[src/rtl/s2p_multi.sv]
// s2p_multi: multi-channel serial-to-parallel deserializer with framing,
// valid/ready output handshake and sticky overrun detection.
// Optional: define S2P_FRAME_CHECK_EN to flag mid-word Frame strobes on FrameErr.
module s2p_multi #(
  parameter int unsigned WIDTH     = 16,
  parameter int unsigned CHANNELS  = 2,
  parameter int unsigned MSB_FIRST = 1
) (
  input  logic                         Dclk,
  input  logic                         Reset,
  input  logic                         Frame,
  input  logic [CHANNELS-1:0]          Din,
  output logic [CHANNELS*WIDTH-1:0]    Dout,
  output logic                         Valid,
  input  logic                         Ready,
  output logic                         Overrun,
  output logic                         FrameErr,
  output logic                         Busy
);

  localparam int unsigned      CNT_W    = $clog2(WIDTH);
  localparam logic [CNT_W-1:0] LAST_CNT = CNT_W'(WIDTH - 1);
  localparam logic [CNT_W-1:0] ONE_CNT  = CNT_W'(1);

  typedef enum logic {
    IDLE  = 1'b0,
    SHIFT = 1'b1
  } state_e;

  typedef logic [CHANNELS-1:0][WIDTH-1:0] lanes_t;

  state_e           state_q, state_d;
  logic [CNT_W-1:0] cnt_q, cnt_d;
  lanes_t           sr_q, sr_d;
  lanes_t           dout_q, dout_d;
  logic             valid_q, valid_d;
  logic             ovr_q, ovr_d;

  // Append one serial bit so that the first bit of a word ends at its final position.
  function automatic logic [WIDTH-1:0] shift_in(input logic [WIDTH-1:0] cur, input logic b);
    if (MSB_FIRST != 0) return {cur[WIDTH-2:0], b};
    else                return {b, cur[WIDTH-1:1]};
  endfunction

  // Next-state, capture and handshake logic.
  always_comb begin
    state_d = state_q;
    cnt_d   = cnt_q;
    sr_d    = sr_q;
    dout_d  = dout_q;
    valid_d = valid_q;
    ovr_d   = ovr_q;

    if (valid_q && Ready) valid_d = 1'b0;

    case (state_q)
      IDLE: begin
        if (Frame) begin
          for (int unsigned c = 0; c < CHANNELS; c++) sr_d[c] = shift_in('0, Din[c]);
          cnt_d   = ONE_CNT;
          state_d = SHIFT;
        end
      end
      SHIFT: begin
        if (Frame) begin
          // Partial word dropped; this edge is bit 0 of a new word.
          for (int unsigned c = 0; c < CHANNELS; c++) sr_d[c] = shift_in('0, Din[c]);
          cnt_d = ONE_CNT;
        end else begin
          for (int unsigned c = 0; c < CHANNELS; c++) sr_d[c] = shift_in(sr_q[c], Din[c]);
          cnt_d = cnt_q + ONE_CNT;
          if (cnt_q == LAST_CNT) begin
            dout_d  = sr_d;
            valid_d = 1'b1;
            if (valid_q && !Ready) ovr_d = 1'b1;
            cnt_d   = '0;
            state_d = IDLE;
          end
        end
      end
      default: begin
        state_d = IDLE;
        cnt_d   = '0;
      end
    endcase
  end

  // State and datapath registers, cleared asynchronously by Reset.
  always_ff @(negedge Dclk or posedge Reset) begin
    if (Reset) begin
      state_q <= IDLE;
      cnt_q   <= '0;
      sr_q    <= '0;
      dout_q  <= '0;
      valid_q <= 1'b0;
      ovr_q   <= 1'b0;
    end else begin
      state_q <= state_d;
      cnt_q   <= cnt_d;
      sr_q    <= sr_d;
      dout_q  <= dout_d;
      valid_q <= valid_d;
      ovr_q   <= ovr_d;
    end
  end

`ifdef S2P_FRAME_CHECK_EN
  logic ferr_q, ferr_d;

  // Sticky flag for a Frame strobe arriving while a word is in progress.
  always_comb begin
    ferr_d = ferr_q;
    if (state_q == SHIFT && Frame) ferr_d = 1'b1;
  end

  // Frame error register.
  always_ff @(negedge Dclk or posedge Reset) begin
    if (Reset) ferr_q <= 1'b0;
    else       ferr_q <= ferr_d;
  end

  assign FrameErr = ferr_q;
`else
  assign FrameErr = 1'b0;
`endif

  assign Dout    = dout_q;
  assign Valid   = valid_q;
  assign Overrun = ovr_q;
  assign Busy    = (state_q == SHIFT);

endmodule

[config.mk]
export PLATFORM = sky130hd
export DESIGN_NAME = s2p_multi
export DESIGN_NICKNAME = d
export VERILOG_FILES = /design/src/rtl/s2p_multi.sv
export SDC_FILE = /design/constraint.sdc
export NUM_CORES = 1
export LEC_CHECK = 0
export CAP_MARGIN = 25
export CORE_ASPECT_RATIO = 0.9
export CORE_UTILIZATION = 53
export DETAILED_ROUTE_END_ITERATION = 10
export GPL_ROUTABILITY_DRIVEN = 0
export GPL_TIMING_DRIVEN = 0
export PLACE_DENSITY = 0.78
export SETUP_SLACK_MARGIN = 0.5
export SYNTH_ARGS = -nofsm -noshare
export SYNTH_HDL_FRONTEND = slang
export SYNTH_SLANG_ARGS = --single-unit
[constraint.sdc]
create_clock -name Dclk -period 2.3 [get_ports Dclk]
set_input_delay 0.345 -clock Dclk [delete_from_list [all_inputs] [get_ports Dclk]]
set_output_delay 0.345 -clock Dclk [all_outputs]
set_load 0.02 [all_outputs]
# == After elaboration in Yosys (flattened, before gate mapping) ==
# Cells that the tools add are included.
# op_classes
n_reduce_logical,5
n_addsub,1
n_mux,15
eq_ne,2
bitwise_logic,2
# op_table
op,n
$mux 31,2
$pmux 31 s2,1
$mux 4,3
$pmux 4 s2,1
$mux 1,7
$add 4x1->4 const B,1
$eq 4x4->1 const B,1
$reduce_and 4->1,1
$reduce_and 3->1,1
$logic_and 1x1->1,2
$ne 2x2->1 const B,1
$not 1->1,2
$pmux 1 s2,1
$logic_not 1->1,1
# totals
wordCells,33
input_bits,6
output_inout_bits,36
reg_bits,69

# == Longest topological paths before layout ==
# depth
depth_word,5
ltp_mapped,5
depth_no_buf,4

==> results.ini <==
[drt]
ant_nets=0
wirelength_mm=9.295
vias=2092
firstDrtPassIters=5
wl_per_cell_um=24.85
avgViaCountPerCell=5.594
drcViolationCount=0
drt_iter0_markers=106

[synth]
syn_area_um2=2726
synth_top_area_cell=dfrtn_1
synth-main-ff-cell=dfrtn_1
syn_nets=204
synth_top_cells_by_count=dfrtn_1, mux2_2, nor2_1
synth-edff-count=0
postSynthAreaPerCell_um2=13.84
ys_seq_elements=69
synth_top_cell_area_share=0.6333
async_flop_share=1.000
yosysWarnings=0
synth_cell_types=23
ys_seq_area_frac=0.6333
synth.area.top_cells=dfrtn_1, mux2_2, mux2i_1
yosysMostFrequentCell=dfrtn_1
postSynthCellCount=197

[worst_setup_path]
path_max_fanout=3
critPathSlowestCell=dfrtn_1
start_kind=flip-flop
cp-end-kind=output pin
critical_path.top_delay_family=flip-flops
cp_cell_sequence=buf_6
required_ns=1.96
slowest_delay_ns=0.48
crit_type=flip-flop to output pin
crit_buf_inv=1
cp.arrival_ns=2.11

[flow_run]
drv_cap=0

[sta]
hold_viol_final=0
rsz0062_at_grt=yes
fin_worst_skew_ns=0.004771
layout_setup_ws_ns=-0.1597
setup_viol=35
maxSlewViolCount=0

[place]
pre_cts_ws_ns=-0.4646
place_area_um2=3289
hpwl_mm=3.150
portBuffers=39

[pwr]
power_frac_clock=0.377
p_int_mw=1.856
sw_frac_of_total=0.2563
p_leak_nw=2.355
p_seq_frac=0.513
power_density_nw_per_um2=544.9
combPwrFrac=0.110
ir_worst_vdd_mv=0.6889
p_switching_mw=0.6397

[final_layout]
area_delta_synth_final_pct=68.01
final_nets=312
final_cell_area_um2=4581
seqCellArea_um2=1727
diodes=0
n_fill_cell=131
multi_input_area_um2=1292
post-route-util=0.9358
drive_gt1_frac=0.6117

[floorplanning]
die_w_um=77.60
dieArea_um2=5435
ios=42
rows=24
core-area_um2=4895
start_util=0.5570
dieHeight_um=70.04

[run_status]
status=finished, violations left
violations=negative setup slack

[global_routing]
grt_pass1_vias=2100
grt_first_pass_wirelength_mm=11.45
grt_max_degree=38
antenna_found_initial=0
grt.overflow.total=0
grt_use_total=0.2952

[clocking]
cts_sinks=69
numCtsBuffers=9
root_buffer=clkbuf_8
cts_buffer_depth=2
path_clk_slew_ns=0.05
htreeDepth=3
cts_tree=yes
insertion_delay_ns=0.34

[worst_hold_path]
hold_path_class=flip-flop to flip-flop

==> path summary, 6_finish.rpt <==
check                              start  endpoint  slack, ns  cells after the start
worst max-delay path               Valid     Valid      -0.16                      1
worst min-delay path             Overrun   Overrun       0.46                      1
worst max register to register  cnt_q[0]  Dout[18]       0.23                      7
worst min register to register   Overrun   Overrun       0.46                      1
max in group asynchronous          Reset   sr_q[0]       0.69                      3
min in group asynchronous          Reset   sr_q[8]       1.27                      2
==> sequential cells by signal, summed over array words and instances, names as in the netlist <==
| register | flops |
|---|---|
| Busy | 1 |
| cnt_q | 4 |
| Dout | 32 |
| Valid | 1 |
| sr_q | 30 |
| Overrun | 1 |
==> logic make-up (layout without fill, tap and decap cells) <==
kind of cell             count (synthesis)  after routing  synth area share
multiplexers                            63             63            0.2469
AND/OR/NAND/NOR                         40             40           0.06196
AO/OA/AOI/OAI                            7              7           0.01514
flip-flops                              69             69            0.6333
XOR/XNOR                                 1              1          0.003213
buffers and inverters                   15            127           0.03350
adder cells (fa/ha/maj)                  1              1          0.004589
other                                    1              1          0.001375
==> stage by stage <==
step | hold WS, ns | total power, mW | std cells | TNS, ns
2_1_floorplan | 0.4188 | 1.379 | 197 | -8.658
3_3_place_gp | 0.4176 | 1.430 | 301 | -68.03
3_5_place_dp | 0.4176 | 1.439 | 302 | -30.12
4_1_cts | 0.4418 | 2.398 | 346 | -3.109
5_1_grt | 0.4823 | 2.564 | 374 | -4.704
6_report | 0.4649 | 2.496 | 374 | -3.829
==> cell usage in the layout (no fill, tap or decap), types with 2 or more instances in the layout <==
cell type,synthesis,routed
buf_16,0,3
clkinvlp_4,0,2
clkbuf_1,2,2
a21oi_2,0,2
nand2_1,5,5
buf_6,3,48
buf_4,2,32
dfrtn_1,69,69
buf_2,4,3
buf_8,0,3
nor2_4,0,31
dlygate4sd2_1,0,3
clkbuf_8,0,12
clkbuf_16,0,4
mux2_4,0,34
mux2i_1,29,29
buf_12,0,11
inv_1,3,2
==> layout make-up <==
type	instances	area share
plain buffers	12	0.03715
clock buffers	14	0.03769
multi-input cells	113	0.2822
clock inverters	1	0.001093
inverters	3	0.003278
repair inverters	1	0.001639
flip-flops and latches	69	0.3769
well taps	65	0.01775
repair buffers	96	0.2423
==> layer usage <==
layer | part of all wire | up-vias | track usage
li1 | - | 882 | -
met1 | 0.39 | 1107 | 0.3518
met2 | 0.52 | 75 | 0.4828
met3 | 0.049 | 28 | 0.1046
met4 | 0.040 | 0 | 0.1300
met5 | 0 | - | 0
==> power by group through the flow <==
stage	sequential [mW]	clock, mW	combinational [mW]
after detailed placement	1.29	0	0.148
after global placement	1.29	0	0.140
after CTS	1.27	0.926	0.199
after global routing	1.28	0.995	0.288
final	1.28	0.941	0.276
after floorplan	1.30	0	0.0765
==> what timing repair did <==
item	in CTS	in global routing
hold endpoints to repair	0	0
hold buffers	0	0
gates resized for setup	301	38
setup buffers	25	24
pin swaps	21	10
cloned	4	4
setup endpoints to repair	140	102
Power figures use the tool's default switching activity.
